File: src/rtl/present_sbox_layer_ctrl.sv
`default_nettype none
// ============================================================================
// Module   : present_sbox_layer_ctrl
// Purpose  : Streams the 16 nibbles of a 3-share masked PRESENT state through
//            a shared LAT-deep S-box pipeline and writes results back in place.
// Revision : 1.0 - initial release
// ============================================================================
module present_sbox_layer_ctrl #(
    parameter int LAT   = 3,
    parameter int RND_W = 35
) (
    input  logic             clk,
    input  logic             rst,
    input  logic             in_valid,
    output logic             in_ready,
    input  logic [63:0]      in_s1,
    input  logic [63:0]      in_s2,
    input  logic [63:0]      in_s3,
    input  logic             rnd_valid,
    output logic             rnd_ready,
    input  logic [RND_W-1:0] rnd,
    output logic             sbox_en,
    output logic [RND_W-1:0] sbox_r,
    output logic [3:0]       sbox_in1,
    output logic [3:0]       sbox_in2,
    output logic [3:0]       sbox_in3,
    input  logic [3:0]       sbox_out1,
    input  logic [3:0]       sbox_out2,
    input  logic [3:0]       sbox_out3,
    output logic             out_valid,
    input  logic             out_ready,
    output logic [63:0]      out_s1,
    output logic [63:0]      out_s2,
    output logic [63:0]      out_s3,
    output logic             busy
);

    localparam logic [1:0] c_idle  = 2'd0;
    localparam logic [1:0] c_run   = 2'd1;
    localparam logic [1:0] c_drain = 2'd2;
    localparam logic [1:0] c_out   = 2'd3;

    logic [1:0]     r_state;
    logic [63:0]    r_work1;
    logic [63:0]    r_work2;
    logic [63:0]    r_work3;
    logic [3:0]     r_issue;
    logic [3:0]     r_wb;
    logic [LAT-1:0] r_tag_v;
    logic [3:0]     r_tag_idx [LAT];

    logic           w_en;
    logic           w_issue;
    logic           w_wb;
    logic [3:0]     w_tail_idx;
    logic [5:0]     w_issue_pos;
    logic [5:0]     w_wb_pos;

    // The pipeline only moves when a fresh random word is available.
    assign w_en        = ((r_state == c_run) || (r_state == c_drain)) && rnd_valid;
    assign w_issue     = w_en && (r_state == c_run);
    assign w_wb        = w_en && r_tag_v[LAT-1];
    assign w_tail_idx  = r_tag_idx[LAT-1];
    assign w_issue_pos = {r_issue, 2'b00};
    assign w_wb_pos    = {w_tail_idx, 2'b00};

    assign sbox_en   = w_en;
    assign rnd_ready = w_en;
    assign sbox_r    = rnd;

    assign sbox_in1 = (r_state == c_run) ? r_work1[w_issue_pos +: 4] : 4'h0;
    assign sbox_in2 = (r_state == c_run) ? r_work2[w_issue_pos +: 4] : 4'h0;
    assign sbox_in3 = (r_state == c_run) ? r_work3[w_issue_pos +: 4] : 4'h0;

    assign in_ready  = (r_state == c_idle);
    assign out_valid = (r_state == c_out);
    assign busy      = (r_state != c_idle);

    // Shares are only exposed while the result is being offered.
    assign out_s1 = (r_state == c_out) ? r_work1 : 64'h0;
    assign out_s2 = (r_state == c_out) ? r_work2 : 64'h0;
    assign out_s3 = (r_state == c_out) ? r_work3 : 64'h0;

    always_ff @(posedge clk) begin
        if (rst) begin
            r_state <= c_idle;
            r_issue <= 4'h0;
            r_wb    <= 4'h0;
            r_work1 <= 64'h0;
            r_work2 <= 64'h0;
            r_work3 <= 64'h0;
            r_tag_v <= '0;
            for (int k = 0; k < LAT; k++) begin
                r_tag_idx[k] <= 4'h0;
            end
        end else begin
            if (w_en) begin
                for (int k = LAT-1; k > 0; k--) begin
                    r_tag_v[k]   <= r_tag_v[k-1];
                    r_tag_idx[k] <= r_tag_idx[k-1];
                end
                r_tag_v[0]   <= w_issue;
                r_tag_idx[0] <= r_issue;
            end

            // Writeback targets a nibble already issued, never the one being read.
            if (w_wb) begin
                r_work1[w_wb_pos +: 4] <= sbox_out1;
                r_work2[w_wb_pos +: 4] <= sbox_out2;
                r_work3[w_wb_pos +: 4] <= sbox_out3;
                r_wb                   <= r_wb + 4'd1;
            end

            case (r_state)
                c_idle: begin
                    if (in_valid) begin
                        r_work1 <= in_s1;
                        r_work2 <= in_s2;
                        r_work3 <= in_s3;
                        r_issue <= 4'h0;
                        r_wb    <= 4'h0;
                        r_state <= c_run;
                    end
                end
                c_run: begin
                    if (w_issue) begin
                        r_issue <= r_issue + 4'd1;
                        if (r_issue == 4'd15) begin
                            r_state <= c_drain;
                        end
                    end
                end
                c_drain: begin
                    if (w_wb && (r_wb == 4'd15)) begin
                        r_state <= c_out;
                    end
                end
                default: begin
                    if (out_ready) begin
                        r_state <= c_idle;
                    end
                end
            endcase
        end
    end

endmodule
`default_nettype wire

File: config.mk
export PLATFORM = sky130hd
export DESIGN_NAME = present_sbox_layer_ctrl
export DESIGN_NICKNAME = d
export VERILOG_FILES = /design/src/rtl/present_sbox_layer_ctrl.sv
export SDC_FILE = /design/constraint.sdc
export NUM_CORES = 1
export LEC_CHECK = 0
export CORE_AREA = 2 2 189 191
export DETAILED_ROUTE_END_ITERATION = 10
export DIE_AREA = 0 0 191 193
export PLACE_DENSITY = 0.73
export SKIP_LAST_GASP = 1
export SLEW_MARGIN = 20
export SYNTH_ARGS = -nofsm -noshare
export SYNTH_HDL_FRONTEND = slang
export SYNTH_SLANG_ARGS = --single-unit
File: constraint.sdc
create_clock -name clk -period 4 [get_ports clk]
set_input_delay 0.8 -clock clk [delete_from_list [all_inputs] [get_ports clk]]
set_output_delay 0.8 -clock clk [all_outputs]
set_load 0.01 [all_outputs]
; ---- Word level (Yosys, flattened, before mapping)
; Memory sizes are Yosys's and may differ from the RTL's.
; Cells that the tools add are included.
[classes]
shift = 7
reduce_logical = 11
n_mux = 38
addsub = 3
bitwise = 3
n_eq_ne = 9
[op_table]
columns = op, count
row1 = $mux 64, 12
row2 = $bwmux 64, 3
row3 = $shiftx 4x8->64, 3
row4 = $shiftx 64x7->4, 3
row5 = $shift 4x8->64 const A, 1
row6 = $mux 4, 11
row7 = $mux 2, 5
row8 = $add 4x1->4 const B, 2
row9 = $eq 4x4->1 const B, 2
row10 = $neg 6->8, 1
row11 = $pmux 4 s2, 1
row12 = $pmux 2 s3, 1
row13 = $mux 1, 5
row14 = $reduce_and 5->1, 1
row15 = $eq 2x2->1 const B, 2
row16 = $logic_and 1x1->1, 4
row17 = $ne 2x1->1 const B, 2
row18 = $ne 2x2->1 const B, 2
row19 = $reduce_bool 2->1, 2
row20 = $reduce_bool 4->1, 1
row21 = $or 1x1->1, 3
row22 = $reduce_and 3->1, 1
row23 = $eq 2x1->1 const B, 1
row24 = $logic_not 2->1, 1
row25 = $logic_or 1x1->1, 1
[totals]
regBits = 205
mem_count = 1
word_cells = 79
mem_bits_rw = 12
output_inout_bits = 244
input_bits = 244
[mem_list]
columns = name, words, word_bits, rd, rd_ports_with_merged_regs, wr, line_no
row1 = r_tag_idx, 3, 4, 3, 0, 3, 50  ; logic [3:0] r_tag_idx [LAT];

; ---- Logic depth before layout (Yosys ltp)
; Gate-level depths: netlist of run 1.
[depth]
word_depth = 7
depth_mapped = 12
depth_no_buf = 6

; ---- Worst setup path before layout of run 1
; OpenSTA, ideal clock, no wires.
[synth_timing]
path_type = register to register
startpoint = memory r_tag_idx[2][0] (netlist: r_tag_idx[0][8])
endpoint = register r_work2[41]
setup_slack_ps = 1139
n_path_buf = 6
required_time_ps = 3914
arrival_time_ps = 2776
stages_incl_launch_ff = 13
setup_time_ps = 86
period_less_slack_ps = 2861
path_cell_list = edfxtp_1 buf_4 clkbuf_1 clkbuf_1 inv_1 ha_1 clkbuf_1 nor2b_1 clkbuf_1 o2111ai_1 buf_2 mux2i_1 a211oi_1
[synth_lines]
columns = element, line_no
row1 = from (decl), 50
row2 = "to (signal, indexed assignment)", 109  ; r_work2[w_wb_pos +: 4] <= sbox_out2;
row3 = to (signal assigned), 118  ; r_work2 <= in_s2;
row4 = to (decl), 45  ; logic [63:0] r_work2;

; ---- Worst setup path after layout of run 1
[layout_timing]
startpoint = register r_issue[2]
endpoint = output sbox_in2[1]
[layout_via]
elab_chain_cells = 2
[layout_rtl]
columns = element, line_no
row1 = from (decl), 47  ; logic [3:0] r_issue;
row2 = from (signal assigned), 127  ; r_issue <= r_issue + 4'd1;
row3 = $shiftx 64x7->4, 72  ; assign sbox_in2 = (r_state == c_run) ? r_work2[w_issue_pos +: 4] : 4'h0;
row4 = $mux 4, 72
row5 = to (decl), 25  ; output logic [3:0] sbox_in2,
; No other way between the ends.

==> reports/results.ini, run 1 <==
[run_status]
status=completed

[final_layout]
final_util_pct=54.6
fin_cells=2362
area_delta_synth_final_pct=36.4
final_common_cell=clkdlybuf4s50_1
most-common-layout-cells=416 x clkdlybuf4s50_1, 217 x nor2_1, 209 x and2_1
fin_area_sq_um=19100
num-nets-final=2133
drive_gt1_share_pct=9.33

[route]
ant_nets=0
dr_total_vias=14800
drt_iter0_drc=1516
wl_per_cell_um=26.7
routed_via_density=6.27
dr.pass1.iters=6
drc_errors=0
drt_wl_total_um=63000

[floorplanning]
die_w_um=191
die_y_um=193
io_pins=488
std_cell_rows=69
die_area_sq_um=36900
core_area_sq_um=35000
start_util_pct=40.0

[yosys]
syn_area_per_cell_sq_um=8.69
synth-async-reset-ratio_pct=0
synthCells=1612
synth_area_sq_um=14000
ys_seq_area_share_pct=31.9
ys.flop_type=dfxtp_1
synthesis.nets=1865
synth-edff-count=12
synth_cell_types=57
synth-seq-cells=217
yosysWarnings=0

[clock_network]
cts_made_buffers=26
postCtsSetupBuffers=0
clock_sinks=217
cts_hold_buffers=0
cts-root-buf=clkbuf_16
cts_tree=yes
cts_resized=0
htreeDepth=1
insertion_delay_ps=540
clockBufferDepth=3
clk_pin_slew_ps=60

[flow_run]
max-cap-violations=0

[global_route]
grt_max_degree=93
grt_antenna_before_repair=5
grt_pass1_wl_um=90200
grt_pass1_vias=14100
grt_use_total_pct=32.4
gr-total-overflow=0

[setup_path]
critPathKind=reg -> out
critPathArrivalTime_ps=2980
cp_max_fo=26
worst-path-buf-inv=1
r2r_slack_ps=700
cp-start-kind=register
crit_required_ps=3200
cp_cell_sequence=mux4_2, mux2_2, o211a_1, clkdlybuf4s50_1
cp_slowest_cell=dfxtp_2
cpPeakStageDelay_ps=820
crit_family=flip-flops
end_kind=primary output

[sta]
rsz0062_at_grt=no
drv_slew=0
period_needed_ps=3780
period_share_pct=94.5
worst_clock_skew_ps=10.0
slew_headroom_pct=25.3
fmax_mhz=265
fin_tns_setup_ps=0
hold_viol=0
tightest_slew_ps=1120
setup_viol=0

[placement]
place_hpwl_um=45800
place_area_sq_um=18300
placed_cells=2312
numPortBuffers=417
gp_congestion=0.965

[power_and_ir_drop]
power.density_nw_per_um2=469
total_power_uw=8950
max-vdd-ir-drop_mv=0.358
leakagePower_uw=0.00696

[min_path]
min_path_type=reg -> reg

## flip-flops by register name, indices dropped and copies added, names as in the netlist
name,count
r_tag_v,3
r_work1,64
r_work3,64
r_state,2
r_tag_idx,12
r_wb,4
r_issue,4
r_work2,64
## cells in the mapped netlist (2+ instances only)
cell type    n  share of area [%]
a2111oi_0   21                1.3
a211oi_1    98                5.3
a21boi_0     2               0.11
a21o_1       4               0.21
a21oi_1      8               0.29
a311oi_1    97                6.1
and2_1     210                9.4
and3_1      25                1.1
buf_1       11               0.29
buf_2       26               0.93
buf_4       40                2.1
buf_6        2               0.16
clkbuf_1   156                4.2
dfxtp_1    205                 29
edfxtp_1    12                2.6
ha_1         9               0.80
inv_1        8               0.21
mux2_2      12               0.97
mux2i_1     97                6.9
mux4_2      48                7.7
nand2_1     50                1.3
nand2b_1     5               0.22
nand3_1     18               0.64
nand3b_1     3               0.16
nand4_1     66                2.9
nor2_1     217                5.8
nor2b_1      4               0.18
nor3_1      12               0.43
nor3b_1      4               0.21
nor4_2       2               0.18
nor4_4       2               0.30
o2111ai_1    2               0.13
o211a_1     13               0.93
o211ai_1     2               0.11
o21a_1       2               0.11
o21ai_0     20               0.71
o21bai_1    14               0.75
o31ai_1     61                3.3
xnor2_1      4               0.25
xor2_1       3               0.19
## cells by family (layout without fill, tap and decap cells)
family                   after synthesis  in the layout  synth area share [%]
other                                  0              4                     0
buffers and inverters                244            529                  7.95
adder cells (fa/ha/maj)                9              9                 0.804
AND/OR/NAND/NOR                      625            625                  23.3
multiplexers                         157            157                  15.6
flip-flops                           217            217                  31.9
AO/OA/AOI/OAI                        353            353                  20.0
XOR/XNOR                               7              7                 0.438
## path summary, 6_finish.rpt
path	start	endpoint	depth (start not counted)
worst min register to register	r_tag_v[1]	r_tag_v[1]	2
worst max register to register	r_tag_idx[0][9]	r_work2[8]	7
worst max-delay path	r_issue[2]	sbox_in2[1]	4
worst min-delay path	r_tag_v[1]	r_tag_v[1]	2
## power by group
group	switching [uW]	total, uW	leakage, uW	internal, uW
logic	2020	3360	0.00474	1340
registers	580	3310	0.00183	2730
clock network	965	2290	0.000396	1320
total	3570	8950	0.00696	5390
## worst min-delay path, stage by stage (launching register included)
cell and delay [ps]:
dfxtp_1 310, nand2_1 50, a21oi_1 50
## stage by stage
stage	setup WS [ps]	hold slack, ps
detailed placement	550	453
global route	153	472
global placement	616	441
finish	222	462
floorplan	1140	432
CTS	56.4	462
## cell type report
type / instances / area, sq um
Clock inverter: 6 / 32.5
Inverter: 9 / 33.8
Clock buffer: 39 / 772
Sequential cell: 217 / 4470
Timing Repair Buffer: 475 / 4710
Antenna cell: 4 / 10.0
Multi-Input combinational cell: 1151 / 8490
Tap cell: 461 / 577
Fill cell: 3182 / 15900
## metal layers
layer  track usage (%)  part of all wire, %
met4              15.2                  5.1
met1              42.4                   40
met2              52.1                   46
met5                 0                    0
met3              5.83                  9.7
(Power assumes the default switching activity.)
==> inputs of run 2 (changes only) <==
--- a/config.mk
+++ b/config.mk
@@ -8,6 +8,7 @@
 export CORE_AREA = 2 2 189 191
 export DETAILED_ROUTE_END_ITERATION = 10
 export DIE_AREA = 0 0 191 193
+export GPL_ROUTABILITY_DRIVEN = 0
 export PLACE_DENSITY = 0.73
 export SKIP_LAST_GASP = 1
 export SLEW_MARGIN = 20
==> run 2 against run 1 <==
  * First-iteration DRC count grew 0.40%
  * Critical path depth grew 2
  * Combinational power is essentially flat
  * Global-route usage grew 0.37 points
==> reports/results.ini, run 2 (synthesis gave the netlist of run 1 again) <==
[power_and_ir_drop]
power.density_nw_per_um2=484  ; +3.2%
max-vdd-ir-drop_mv=0.307  ; -14%
leakagePower_uw=0.00700  ; +0.57%

[final_layout]
area_delta_synth_final_pct=37.1
drive_gt1_share_pct=9.43  ; +0.095 points
fin_area_sq_um=19200  ; +0.55%
fillers=3173  ; -0.28%
num-nets-final=2132  ; -0.047%
largestRegisters=r_work1: 64 flops, r_work2: 64 flops, r_work3: 64 flops
final_common_cell=clkdlybuf4s50_1
most-common-layout-cells=416 x clkdlybuf4s50_1, 217 x nor2_1, 209 x and2_1
final_util_pct=54.9  ; +0.30 points

[global_route]
grt_use_total_pct=32.8  ; +0.37 points
grt_pass1_vias=14300  ; +1.4%
gr-total-overflow=0  ; unchanged
grt_antenna_before_repair=4  ; -1
grt_pass1_wl_um=91300  ; +1.2%
grt_max_degree=99  ; +6.5%

[route]
wl_per_cell_um=26.8  ; +0.41%
ant_nets=0  ; unchanged
dr.pass1.iters=6  ; unchanged
drt_wl_total_um=63400  ; +0.58%
drc_errors=0  ; unchanged
routed_via_density=6.32  ; +0.90%
dr_total_vias=15000  ; +1.1%
drt_iter0_drc=1522  ; +0.40%

[sta]
slew_headroom_pct=21.5  ; -3.8 points
period_share_pct=98.8  ; +4.3 points
hold_viol=0  ; unchanged
period_needed_ps=3950  ; +174 ps
fin_tns_setup_ps=0  ; unchanged
worst_clock_skew_ps=15.8  ; +5.76 ps
rsz0062_at_grt=no
whs_ps=464  ; +1.57 ps
fmax_mhz=253  ; -4.4%
tightest_slew_ps=1180  ; +57.5 ps
setup_viol=0  ; unchanged
drv_slew=0  ; unchanged

[floorplanning]
core_area_sq_um=35000  ; unchanged
die_w_um=191  ; unchanged
io_pins=488  ; unchanged
start_util_pct=40.0  ; unchanged
std_cell_rows=69  ; unchanged
die_y_um=193  ; unchanged
die_area_sq_um=36900  ; unchanged

[setup_path]
crit_required_ps=3200  ; about the same
critPathKind=reg -> out
end_kind=primary output
critPathArrivalTime_ps=3150  ; +170 ps
worst_r2r_path_depth=7  ; unchanged
r2r_slack_ps=770  ; +70 ps
cp-start-kind=register
cp_max_fo=28  ; +7.7%
r2r-start=r_tag_idx[0][9]
r2r_end=r_work2[11]

[clock_network]
cts_hold_buffers=0  ; unchanged
htreeDepth=1  ; unchanged
cts_made_buffers=26  ; unchanged
insertion_delay_ps=540  ; about the same
postCtsSetupBuffers=0  ; unchanged
clk_pin_slew_ps=70  ; about the same
clock_sinks=217  ; unchanged
cts_tree=yes
cts_resized=0  ; unchanged
cts-root-buf=clkbuf_16
clockBufferDepth=3  ; unchanged

[min_path]
min_path_type=reg -> reg
worstHoldEndpoint=r_tag_v[1]
hold_depth=2  ; unchanged
hold_start=r_tag_v[1]

[flow_run]
max-cap-violations=0  ; unchanged

[placement]
place_hpwl_um=46100  ; +0.63%
place_area_sq_um=18300  ; unchanged
numPortBuffers=417  ; unchanged

[run_status]
status=completed

## run 2: cell count changes in the layout (fill, tap and decap cells not counted), moves of 2 or more
cell	change
diode_2	+2
clkinv_2	-2
clkbuf_1	-3
clkinv_1	+2
bufinv_16	+4
clkinvlp_4	+2
## run 2: how the worst max path moves through the flow
| stage | from | to | slack [ps] | depth (start not counted) |
|---|---|---|---|---|
| floorplan | r_tag_idx[0][8] | r_work2[41] | 1140 | 12 |
| global placement | rnd_valid | r_work2[25] | 640 | 5 |
| CTS | r_issue[1] | sbox_in1[3] | 50 | 6 |
| detailed placement | rnd_valid | r_work2[11] | 540 | 5 |
| global route | r_issue[1] | sbox_in2[1] | 5 | 6 |
| finish | r_issue[1] | sbox_in1[3] | 50 | 6 |
## run 2: layer usage
layer / up-vias / part of all wire [%] / track usage (%) / routed length (um)
li1: 6475 / - / - / -
met1: 7188 / 38 / 41.6 / 24300
met2: 1087 / 46 / 53.5 / 29000
met3: 209 / 10 / 6.71 / 6630
met4: 0 / 5.4 / 16.0 / 3450
met5: - / 0 / 0 / 0
## run 2: critical path, stage by stage, from the launching register on
cell             delay [ps]
dfxtp_4                 680
buf_4                   480
mux4_2                  370
mux2i_1                 240
nand2_1                 110
o211a_1                 150
clkdlybuf4s50_1         500
## run 2: stage by stage
step / power (uW) / instances / setup slack [ps]
4_1_cts: 9190 / 2360 / 49.7
5_1_grt: 9630 / 2364 / 4.59
2_1_floorplan: 5180 / 1612 / 1140
3_3_place_gp: 6510 / 2312 / 638
6_report: 9290 / 2366 / 47.8
3_5_place_dp: 6590 / 2312 / 541
## run 2: power breakdown
part / switching (uW) / internal, uW
Sequential: 609 / 2720
Clock: 1020 / 1580
Combinational: 2020 / 1330
## run 2: final cells by class
class / count / area, sq um / area share [%]
Clock inverter: 12 / 165 / 0.860
Tap cell: 461 / 577 / 3.00
Timing Repair Buffer: 474 / 4690 / 24.4
Antenna cell: 6 / 15.0 / 0.0782
Inverter: 9 / 33.8 / 0.176
Clock buffer: 36 / 761 / 3.96
Sequential cell: 217 / 4470 / 23.3
Multi-Input combinational cell: 1151 / 8490 / 44.2
==> inputs of run 3 (changes only) <==
--- a/config.mk
+++ b/config.mk
@@ -5,11 +5,14 @@
 export SDC_FILE = /design/constraint.sdc
 export NUM_CORES = 1
 export LEC_CHECK = 0
-export CORE_AREA = 2 2 189 191
+export CAP_MARGIN = 10
+export CELL_PAD_IN_SITES_DETAIL_PLACEMENT = 0
+export CELL_PAD_IN_SITES_GLOBAL_PLACEMENT = 1
+export CORE_ASPECT_RATIO = 1.1
+export CORE_UTILIZATION = 34
 export DETAILED_ROUTE_END_ITERATION = 10
-export DIE_AREA = 0 0 191 193
 export GPL_ROUTABILITY_DRIVEN = 0
-export PLACE_DENSITY = 0.73
+export PLACE_DENSITY_LB_ADDON = 0.1
 export SKIP_LAST_GASP = 1
 export SLEW_MARGIN = 20
 export SYNTH_ARGS = -nofsm -noshare
==> run 3 against run 2 <==
  * Global-route usage decreased by 3.7 points
  * Die area increased by 14%
  * Clock skew decreased by 8.7 ps
  * Highest routed layer is now met5
  * Combinational power about the same
  * Fmax increased by 4.5%
  * Final cell count increased by 2.3%
  * Flip-flop and latch count unchanged
  * Sequential power decreased by 1%
  * Critical path depth decreased by 1
  * Setup slack improved by 170 ps
==> reports/results.ini, run 3 (synthesis gave the netlist of run 1 again) <==
[setup_path]
cp_max_fo=16  ; -43%
cpPeakStageDelay_ps=620  ; -60 ps
cp_slowest_cell=dfxtp_4
crit_required_ps=3200  ; about the same
cp_cell_sequence=buf_12, mux4_2, mux2_2, o211a_1, clkdlybuf4s50_1
end_kind=primary output
critPathArrivalTime_ps=2980  ; -170 ps
cp-start-kind=register
critPathKind=reg -> out

[clock_network]
clockBufferDepth=3  ; unchanged
cts-root-buf=clkbuf_16
cts_resized=0  ; unchanged
htreeDepth=1  ; unchanged
cts_hold_buffers=0  ; unchanged
clock_sinks=217  ; unchanged
cts_made_buffers=26  ; unchanged
insertion_delay_ps=540  ; about the same
clk_pin_slew_ps=60  ; about the same
cts_tree=yes
postCtsSetupBuffers=0  ; unchanged

[sta]
worst_clock_skew_ps=7.08  ; -8.71 ps
slew_headroom_pct=30.1  ; +8.6 points
hold_viol=0  ; unchanged
fmax_mhz=264  ; +4.5%
rsz0062_at_grt=no
fin_tns_setup_ps=0  ; unchanged
tightest_slew_ps=1040  ; -134 ps
setup_viol=0  ; unchanged
period_share_pct=94.6  ; -4.3 points
period_needed_ps=3780  ; -170 ps
drv_slew=0  ; unchanged

[floorplanning]
die_y_um=215  ; +11%
core_area_sq_um=40400  ; +15%
start_util_pct=34.7  ; -5.4 points
die_w_um=195  ; +2.3%
std_cell_rows=77  ; +12%
die_area_sq_um=42000  ; +14%
io_pins=488  ; unchanged

[final_layout]
num-nets-final=2142  ; +0.47%
fillers=3871  ; +22%
fin_cells=2421  ; +2.3%
area_delta_synth_final_pct=37.9
final_common_cell=clkdlybuf4s50_1
largestRegisters=r_work1: 64 flops, r_work2: 64 flops, r_work3: 64 flops
most-common-layout-cells=416 x clkdlybuf4s50_1, 217 x nor2_1, 209 x and2_1
drive_gt1_share_pct=9.72  ; +0.29 points

[placement]
placed_cells=2373  ; +2.6%
numPortBuffers=417  ; unchanged
place_hpwl_um=45800  ; -0.69%

[global_route]
gr-total-overflow=0  ; unchanged
grt_use_total_pct=29.1  ; -3.7 points
grt_max_degree=91  ; -8.1%
grt_pass1_wl_um=92700  ; +1.5%
grt_antenna_before_repair=5  ; +1
grt_pass1_vias=14200  ; -1.0%

[route]
wl_per_cell_um=26.2  ; -2.0%
routed_via_density=5.91  ; -6.6%
ant_nets=0  ; unchanged
drt_iter0_drc=1241  ; -18%
dr_total_vias=14300  ; -4.4%
dr.pass1.iters=5  ; -1
drt_wl_total_um=63500  ; +0.25%
drc_errors=0  ; unchanged

[run_status]
status=completed

[flow_run]
max-cap-violations=0  ; unchanged

[power_and_ir_drop]
leakagePower_uw=0.00703  ; +0.40%
power.density_nw_per_um2=470  ; -2.9%
max-vdd-ir-drop_mv=0.302  ; -1.6%

[min_path]
min_path_type=reg -> reg

run 3: layout make-up:
cell class / instances / area (sq um) / share of cell area, %
Inverter: 9 / 33.8 / 0.175
Clock inverter: 9 / 119 / 0.616
Sequential cell: 217 / 4470 / 23.2
Multi-Input combinational cell: 1151 / 8510 / 44.1
Tap cell: 513 / 642 / 3.33
Timing Repair Buffer: 484 / 4800 / 24.9
Antenna cell: 4 / 10.0 / 0.0519
Clock buffer: 34 / 712 / 3.69
run 3: through the flow:
step                utilization [%]  hold slack [ps]  setup WS [ps]  power (uW)  instance area (sq um)
floorplan                         -              432           1140        5180                  14000
CTS                            47.7              459            104        9050                  19300
global route                   47.8              483            132        9490                  19300
finish                         47.8              456            218        9070                  19300
detailed placement             45.7              449            615        6630                  18400
global placement               45.7              444            691        6600                  18400
run 3: power by group:
group	switching (uW)	leakage, uW	internal [uW]
clock network	981	0.000402	1430
logic	2010	0.00480	1360
registers	560	0.00183	2730
run 3: worst max-delay path, delay by kind of cell, from the launching register on:
family                 cells  cell delay (ps)
DFF                        1              620
AOI/OAI and AO/OA          1              220
muxes                      2              840
buffers and inverters      2              750
run 3: path summary, 6_finish.rpt:
kind,from,end,slack [ps],cells after the start
setup / recovery,r_issue[1],sbox_in1[3],220,5
hold / removal,r_tag_v[0],r_tag_v[1],460,2
setup reg to reg,r_tag_idx[0][9],r_work3[37],570,7
hold reg to reg,r_tag_v[0],r_tag_v[1],460,2
run 3: metal layers:
layer  vias to the layer above  routed length, um  global-route usage, %
li1                       6482                  -                      -
met1                      6996              26900                   38.6
met2                       706              29700                   47.5
met3                       116               4670                   4.58
met4                         2               2230                   10.6
met5                         -                 13                      0
